**src/rtl/wb_arb_pkg.sv**
```systemverilog
// Shared types and default constants for the two-master Wishbone SDRAM arbiter.
package wb_arb_pkg;

  localparam int unsigned AW_DEF      = 32;
  localparam int unsigned DW_DEF      = 32;
  localparam int unsigned SW_DEF      = 4;
  localparam int unsigned TIMEOUT_DEF = 64;

  // Wide enough for the largest legal TIMEOUT (255).
  localparam int unsigned CNT_W = 8;

  typedef enum logic [1:0] {
    StIdle,
    StGnt0,
    StGnt1,
    StErr
  } arb_state_e;

endpackage

```
**src/rtl/wb_arb_timeout.sv**
```systemverilog
// Wait-cycle counter: expires when a stalled strobe has waited TIMEOUT cycles.
module wb_arb_timeout
  import wb_arb_pkg::*;
#(
  parameter int unsigned TIMEOUT = TIMEOUT_DEF
) (
  input  logic clk_i,
  input  logic rst_i,
  input  logic clear_i,
  input  logic enable_i,
  output logic expire_o
);

  localparam logic [CNT_W-1:0] LastCount = CNT_W'(TIMEOUT - 1);

  logic [CNT_W-1:0] count_q, count_d;

  always_comb begin
    count_d = count_q;
    if (clear_i) begin
      count_d = '0;
    end else if (enable_i) begin
      count_d = count_q + 1'b1;
    end
  end

  // enable_i already excludes an ack, so an ack on the last count never expires.
  assign expire_o = enable_i && (count_q == LastCount);

  always_ff @(posedge clk_i or posedge rst_i) begin
    if (rst_i) begin
      count_q <= '0;
    end else begin
      count_q <= count_d;
    end
  end

endmodule

```
**src/rtl/wb_sdram_arbiter.sv**
```systemverilog
// Round-robin arbiter granting one of two Wishbone masters access to an SDRAM controller,
// with a per-transfer ack timeout that reports an error to the owning master.
module wb_sdram_arbiter
  import wb_arb_pkg::*;
#(
  parameter int unsigned AW      = AW_DEF,
  parameter int unsigned DW      = DW_DEF,
  parameter int unsigned SW      = SW_DEF,
  parameter int unsigned TIMEOUT = TIMEOUT_DEF
) (
  input  logic          wb_clk_i,
  input  logic          wb_rst_i,

  input  logic          m0_cyc_i,
  input  logic          m0_stb_i,
  input  logic          m0_we_i,
  input  logic [SW-1:0] m0_sel_i,
  input  logic [AW-1:0] m0_adr_i,
  input  logic [DW-1:0] m0_dat_i,
  output logic [DW-1:0] m0_dat_o,
  output logic          m0_ack_o,
  output logic          m0_err_o,

  input  logic          m1_cyc_i,
  input  logic          m1_stb_i,
  input  logic          m1_we_i,
  input  logic [SW-1:0] m1_sel_i,
  input  logic [AW-1:0] m1_adr_i,
  input  logic [DW-1:0] m1_dat_i,
  output logic [DW-1:0] m1_dat_o,
  output logic          m1_ack_o,
  output logic          m1_err_o,

  output logic          wb_cyc_o,
  output logic          wb_stb_o,
  output logic          wb_we_o,
  output logic [SW-1:0] wb_sel_o,
  output logic [AW-1:0] wb_adr_o,
  output logic [DW-1:0] wb_dat_o,
  input  logic [DW-1:0] wb_dat_i,
  input  logic          wb_ack_i,

  output logic [1:0]    grant_o
);

  arb_state_e state_q, state_d;
  // Last granted master; doubles as the owner while in StErr.
  logic       last_q, last_d;
  logic       to_clear, to_enable, to_expire;

  always_comb begin
    state_d  = state_q;
    last_d   = last_q;
    wb_cyc_o = 1'b0;
    wb_stb_o = 1'b0;
    wb_we_o  = 1'b0;
    wb_sel_o = '0;
    wb_adr_o = '0;
    wb_dat_o = '0;
    grant_o  = 2'b00;
    m0_ack_o = 1'b0;
    m0_err_o = 1'b0;
    m0_dat_o = '0;
    m1_ack_o = 1'b0;
    m1_err_o = 1'b0;
    m1_dat_o = '0;

    unique case (state_q)
      StIdle: begin
        if (m0_cyc_i && m1_cyc_i) begin
          state_d = last_q ? StGnt0 : StGnt1;
          last_d  = ~last_q;
        end else if (m0_cyc_i) begin
          state_d = StGnt0;
          last_d  = 1'b0;
        end else if (m1_cyc_i) begin
          state_d = StGnt1;
          last_d  = 1'b1;
        end
      end
      StGnt0: begin
        wb_cyc_o = m0_cyc_i;
        wb_stb_o = m0_stb_i;
        wb_we_o  = m0_we_i;
        wb_sel_o = m0_sel_i;
        wb_adr_o = m0_adr_i;
        wb_dat_o = m0_dat_i;
        grant_o  = 2'b01;
        m0_ack_o = wb_ack_i;
        m0_err_o = to_expire;
        m0_dat_o = wb_dat_i;
        if (!m0_cyc_i) begin
          state_d = StIdle;
        end else if (to_expire) begin
          state_d = StErr;
        end
      end
      StGnt1: begin
        wb_cyc_o = m1_cyc_i;
        wb_stb_o = m1_stb_i;
        wb_we_o  = m1_we_i;
        wb_sel_o = m1_sel_i;
        wb_adr_o = m1_adr_i;
        wb_dat_o = m1_dat_i;
        grant_o  = 2'b10;
        m1_ack_o = wb_ack_i;
        m1_err_o = to_expire;
        m1_dat_o = wb_dat_i;
        if (!m1_cyc_i) begin
          state_d = StIdle;
        end else if (to_expire) begin
          state_d = StErr;
        end
      end
      StErr: begin
        if (last_q ? !m1_cyc_i : !m0_cyc_i) begin
          state_d = StIdle;
        end
      end
      default: state_d = StIdle;
    endcase
  end

  assign to_clear  = wb_ack_i || !wb_stb_o || (state_d != state_q);
  assign to_enable = wb_stb_o && !wb_ack_i;

  wb_arb_timeout #(
    .TIMEOUT (TIMEOUT)
  ) u_timeout (
    .clk_i    (wb_clk_i),
    .rst_i    (wb_rst_i),
    .clear_i  (to_clear),
    .enable_i (to_enable),
    .expire_o (to_expire)
  );

  always_ff @(posedge wb_clk_i or posedge wb_rst_i) begin
    if (wb_rst_i) begin
      state_q <= StIdle;
      last_q  <= 1'b1;
    end else begin
      state_q <= state_d;
      last_q  <= last_d;
    end
  end

endmodule
```
**config.mk**
```make
export PLATFORM = sky130hd
export DESIGN_NAME = wb_sdram_arbiter
export DESIGN_NICKNAME = d
export VERILOG_FILES = /design/src/rtl/wb_arb_pkg.sv /design/src/rtl/wb_arb_timeout.sv /design/src/rtl/wb_sdram_arbiter.sv
export SDC_FILE = /design/constraint.sdc
export NUM_CORES = 1
export LEC_CHECK = 0
export CAP_MARGIN = 20
export CORE_AREA = 3 3 121 123
export DETAILED_ROUTE_END_ITERATION = 6
export DIE_AREA = 0 0 124 126
export PLACE_DENSITY = 0.6
export SLEW_MARGIN = 30
export SYNTH_ARGS = -nofsm -noshare
export SYNTH_HDL_FRONTEND = slang
export SYNTH_SLANG_ARGS = --single-unit
```
**constraint.sdc**
```tcl
create_clock -name wb_clk_i -period 3.01 [get_ports wb_clk_i]
set_clock_uncertainty 0.1 [all_clocks]
set_input_delay 0.602 -clock wb_clk_i [delete_from_list [all_inputs] [get_ports wb_clk_i]]
set_output_delay 0.602 -clock wb_clk_i [all_outputs]
set_load 0.05 [all_outputs]
```
Word-level counts from Yosys, hierarchy flattened
Index checks and enable logic that the tools add are counted.

cells by class
  equal/unequal tests = 5
  add/sub/neg operators = 1
  reductions and logical operators = 13
  mux-type cells = 28
  bitwise logic cells = 1

operator list
  kind                                                                   number
  32-bit one-hot mux with 2 select lines                                 2
  32-bit two-way mux                                                     2
  2-bit two-way mux                                                      8
  8-bit two-way mux                                                      2
  8-bit by 1-bit adder with 8-bit output, second input constant          1
  8-bit by 6-bit equality test with 1-bit output, second input constant  1
  1-bit two-way mux                                                      8
  2-bit one-hot mux with 4 select lines                                  1
  4-bit one-hot mux with 2 select lines                                  1
  1-bit one-hot mux with 2 select lines                                  3
  2-bit equality test, second input constant                             2
  1-bit logical NOT                                                      4
  2-bit one-hot mux with 2 select lines                                  1
  1-bit logical AND                                                      3
  3-bit nonzero test                                                     1
  2-bit by 1-bit equality test with 1-bit output, second input constant  1
  2-bit logical NOT                                                      1
  1-bit logical OR                                                       2
  2-bit != test                                                          1
  2-bit AND reduction                                                    1
  2-bit nonzero test                                                     1
  1-bit inverter                                                         1

word-level totals
  output and inout port bits = 141
  logic and storage cells = 51
  bits in registers = 11

Depth between registers and ports, before layout
  depth after elaboration = 10
  depth in mapped cells = 8
  mapped depth without buffers = 7

Modules after synthesis
A second synthesis with hierarchy kept.

unflattened totals
  cells, all modules = 315
  area total of the unflattened synthesis = 2268.4 um^2

by module, submodules not included
  module            area an instance (um^2)  cells each  sequential area each (um^2)  instances
  wb_sdram_arbiter  1866.8                   276         76.3                         1
  wb_arb_timeout    401.6                    39          200.2                        1

Worst setup path before layout
No wires, ideal clock.

  path kind = register to output
  start = register state_q[1]
  end = output wb_dat_o[30]
  arrival = 2.185 ns
  buffers on the path = 3
  stages on the path, launching flop included = 8
  slack = 0.123 ns
  cell sequence = dfrtp_1 inv_1 ha_1 buf_4 buf_2 clkbuf_1 a22oi_1 nor2b_1

on the way
  word-level cells in the longest chain between the ends = 2
  elaborated cells between the ends (all ways) = 3
  those cells by class = eq/ne: 2; mux: 1

RTL lines
  item                                                                                          RTL line                 text
  from (decl)                                                                                   wb_sdram_arbiter.sv:46   arb_state_e state_q, state_d;
  from (signal assigned)                                                                        wb_sdram_arbiter.sv:139  state_q <= StIdle;
  from (signal assigned)                                                                        wb_sdram_arbiter.sv:142  state_q <= state_d;
  2-bit equality test / 2-bit by 1-bit equality test with 1-bit output (equally long branches)  wb_sdram_arbiter.sv:68   unique case (state_q)
  32-bit one-hot mux with 2 select lines (*)                                                    wb_sdram_arbiter.sv:68
  to (decl)                                                                                     wb_sdram_arbiter.sv:39   output logic [DW-1:0] wb_dat_o,

Mark *: on every way between the ends. The rest lies on a longest branch, timed or not.

Worst setup path in the final report
  start = register state_q[1]
  end = output m1_err_o

on the way
  word-level cells in the longest chain between the ends = 5
  elaborated cells between the ends (all ways) = 6
  those cells by class = eq/ne: 2; mux: 2; reduce/logical: 2

RTL lines
  item                                                                                          RTL line                 text
  2-bit equality test / 2-bit by 1-bit equality test with 1-bit output (equally long branches)  wb_sdram_arbiter.sv:68
  1-bit one-hot mux with 2 select lines                                                         wb_sdram_arbiter.sv:68
  1-bit logical AND                                                                             wb_sdram_arbiter.sv:125  assign to_enable = wb_stb_o && !wb_ack_i;
  1-bit logical AND                                                                             wb_arb_timeout.sv:28     assign expire_o = enable_i && (count_q == LastCount);
  1-bit two-way mux (*)                                                                         wb_sdram_arbiter.sv:68
  to (decl)                                                                                     wb_sdram_arbiter.sv:32   output logic m1_err_o,

Marked as above.

==> out/results.md <==
| Result | This run |
|---|---|
| Hold Path Class | flip-flop to flip-flop |
| Worst IR drop on VDD | 0.000493 V |
| Overall overflow remaining after global route | 0 |
| Top cells by instance count after synthesis | nor2b_1, a22oi_1, and2_1 |
| Htree depth | 1 |
| Worst reg2reg path endpoint | u_timeout.count_q[6] |
| Worst reg-to-reg setup slack | 620 ps |
| Resize count post-CTS | 0 |
| Max-capacitance violation count | 0 |
| Share of power burned in combinational logic | 93.3% |
| Core area | 13800 µm² |
| Initial antenna violation count | 1 |
| Max-slew headroom | 67.0% |
| Final #Nets | 802 |
| Number of global-route vias before repair | 3733 |
| Drt pass-1 iters | 4 |
| Clock network fraction of total power | 3.5% |
| Start-to-end type of the worst setup path | flip-flop to output pin |
| Switching power of the nets | 0.00357 W |
| Root buffer cell | clkbuf_16 |
| Sequential cell fraction of total power | 3.2% |
| Pin count of the biggest net entering global routing | 72 |
| Worst Hold Slack | 376 ps |
| Required time of the critical path | 2310 ps |
| Number of enable flip-flop cells after synthesis | 0 |
| Depth of the worst register-to-register path | 8 |
| Number of distinct library cell variants in the gate-level netlist after synthesis | 33 |
| Final period util | 95.4% |
| Sort of element at the start of the critical path | flip-flop |
| Maximum clock insertion buffer count | 2 |
| Number of storage elements in the synthesis netlist | 11 |
| Worst endpoint data arrival time | 2170 ps |
| Maximum fanout along the worst path | 7 |
| Wire length reported by the detailed router | 14700 µm |
| End point of the most critical hold path | u_timeout.count_q[0] |
| Net count of the mapped netlist | 507 |
| First-pass GRT wire length | 21400 µm |
| Clock buffers created by TritonCTS | 3 |
| Reg2reg start | state_q[1] |
| Detail-routed via count per cell | 4.46 |
| Transition time at the pin with the least slew margin | 494 ps |
| Launch instance of the worst min-delay path | u_timeout.count_q[0] |
| Syn avg cell area | 7.14 µm² |
| Number of post-CTS setup repair buffers | 0 |
| Clock tree from TritonCTS | yes |
| All-layer global routing usage | 17.6% |
| Switching part of the total power | 52.2% |
| Max frequency | 348 MHz |
| Slew Viols, Final | 0 |
| Synthesis-to-layout area growth | 211% |
| Status | finished clean |
| Hold Path Cell Cnt | 1 |
| Overall via count from detail_route | 3552 |
| Placer congestion estimate | 0.911 |
| Worst slack at placement | 328 ps |
| Final setup TNS | 0 ps |
| Total power per unit cell area | 958 nW/µm² |
| Total standard cell area after synthesis | 2300 µm² |
| ANT nets after route | 0 |
| Setup repair after global routing missed its margin | no |
| Proportion of layout cells with a drive suffix above 1 | 25.5% |
| Average wire length per cell after detail routing | 18.4 µm |
| Effective utilization at floorplan | 16.7% |
| Total die area | 15600 µm² |
| Dpl hpwl | 12200 µm |
| Synthesized netlist cell count | 322 |
| Total setup violations reported at the end of the flow | 0 |
| Library cell with the highest instance count after synthesis | nor2b_1 |
| Detailed router's first-iteration violation count | 194 |
| Boundary pin count | 318 |
| Number of remaining DRC errors | 0 |
| Final setup margin | 139 ps |
| Clock edge transition at the registers on the reported setup and hold paths | 40 ps |
| Sequential cell area fraction in the yosys report | 12.0% |
| Internal power summed over all cells | 0.00327 W |
| Die Y-Extent | 126 µm |
| Standby leakage power | 2.68 nW |
| Biggest area contributors in the synthesized netlist | a22oi_1, nor2b_1, and2_1 |
| Die width | 124 µm |
| Post-route cell area | 7140 µm² |
| Hold violation total from the final report | 0 |
| Cell row count | 43 |
| Syn. warnings | 0 |
| Placed instance area | 7060 µm² |
| Most area-hungry cell type in the Yosys netlist | a22oi_1 |
| Final critical delay including setup and external delays | 2870 ps |
| Share of Yosys cell area claimed by the top area cell type | 22.5% |
| Ys async rst share | 100% |
| Type of destination of the critical path | output pin |
| Clock Sinks | 11 |
| Number of buffers added on ports | 317 |
| Top flip-flop cell by instance count after synthesis | dfrtp_1 |
| # hold bufs at CTS | 0 |
| Clock latency on the worst-skew pair | 230 ps |
[worst max-delay path, stage by stage (launching register included)]
cell,delay (ps)
dfrtp_1,480
inv_1,240
ha_1,410
nor3b_4,260
nand3_1,150
nor2_1,210
buf_12,170
[state kept, by name, indices dropped and copies added (netlist names)]
name	count
state_q	2
u_timeout.count_q	8
last_q	1
[final cells by class]
class / count / area [µm²]
antenna: 1 / 2.50
clock buffer: 4 / 78.8
fill: 1229 / 6630
inverter: 7 / 26.3
multi-input combinational: 272 / 1880
sequential: 11 / 277
tap: 180 / 225
timing repair buffer: 322 / 4650
[routing by layer]
metal | track usage [%] | up-vias | part of all wire (%)
met1 | 20.4 | 1646 | 37
met3 | 6.56 | 12 | 11
met2 | 30.8 | 188 | 51
li1 | - | 1706 | -
met4 | 3.35 | 0 | 1.2
met5 | 0 | - | 0
[how the worst max path moves through the flow]
stage	from	endpoint	slack (ps)
floorplan	state_q[1]	wb_dat_o[30]	120
global placement	m0_stb_i	m1_err_o	340
detailed placement	m0_stb_i	m1_err_o	330
CTS	state_q[1]	wb_cyc_o	140
global route	state_q[1]	wb_cyc_o	30
finish	state_q[1]	m1_err_o	140
[metrics by stage]
stage               power [W]  util (%)  cells
floorplan             0.00357         -    322
global placement      0.00659      51.3    792
detailed placement    0.00665      51.3    792
CTS                   0.00690      51.8    796
global route          0.00716      51.9    797
finish                0.00684      51.9    797
[power by group through the flow]
| stage | clock (W) | combinational [W] | sequential [W] |
|---|---|---|---|
| after floorplan | 0 | 0.00337 | 0.000201 |
| after global placement | 0 | 0.00637 | 0.000213 |
| after detailed placement | 0 | 0.00643 | 0.000218 |
| after CTS | 0.000240 | 0.00645 | 0.000216 |
| after global routing | 0.000246 | 0.00669 | 0.000223 |
| final | 0.000238 | 0.00639 | 0.000217 |
[cells in the final DEF, fill, tap and decap left out, types with 3 or more instances in the layout]
cell             Yosys  final
clkbuf_16            0      3
inv_1                7      7
and2_1              67     67
buf_12               0    143
nor3_1               8      8
nand3_1              5      5
xnor2_1              3      3
xor2_1               3      3
a21oi_1              3      3
clkdlybuf4s50_1      0    178
dfrtp_1             10     10
nor2b_1             71     71
ha_1                 8      6
o21ai_0              4      4
a22oi_1             69     69
nor2_1               7      7
nand2_1              8      8
[cell families (layout without fill, tap and decap cells)]
logic type | count (synthesis) | after routing | share of synthesized area [%]
AND/OR/NAND/NOR | 170 | 170 | 44.8
XOR/XNOR | 6 | 6 | 2.29
buffers and inverters | 39 | 333 | 7.24
AO/OA/AOI/OAI | 88 | 88 | 29.3
other | 0 | 1 | 0
flip-flops | 11 | 11 | 12.0
adder cells (fa/ha/maj) | 8 | 8 | 4.35
No activity file was read; power rests on OpenSTA's default activity.
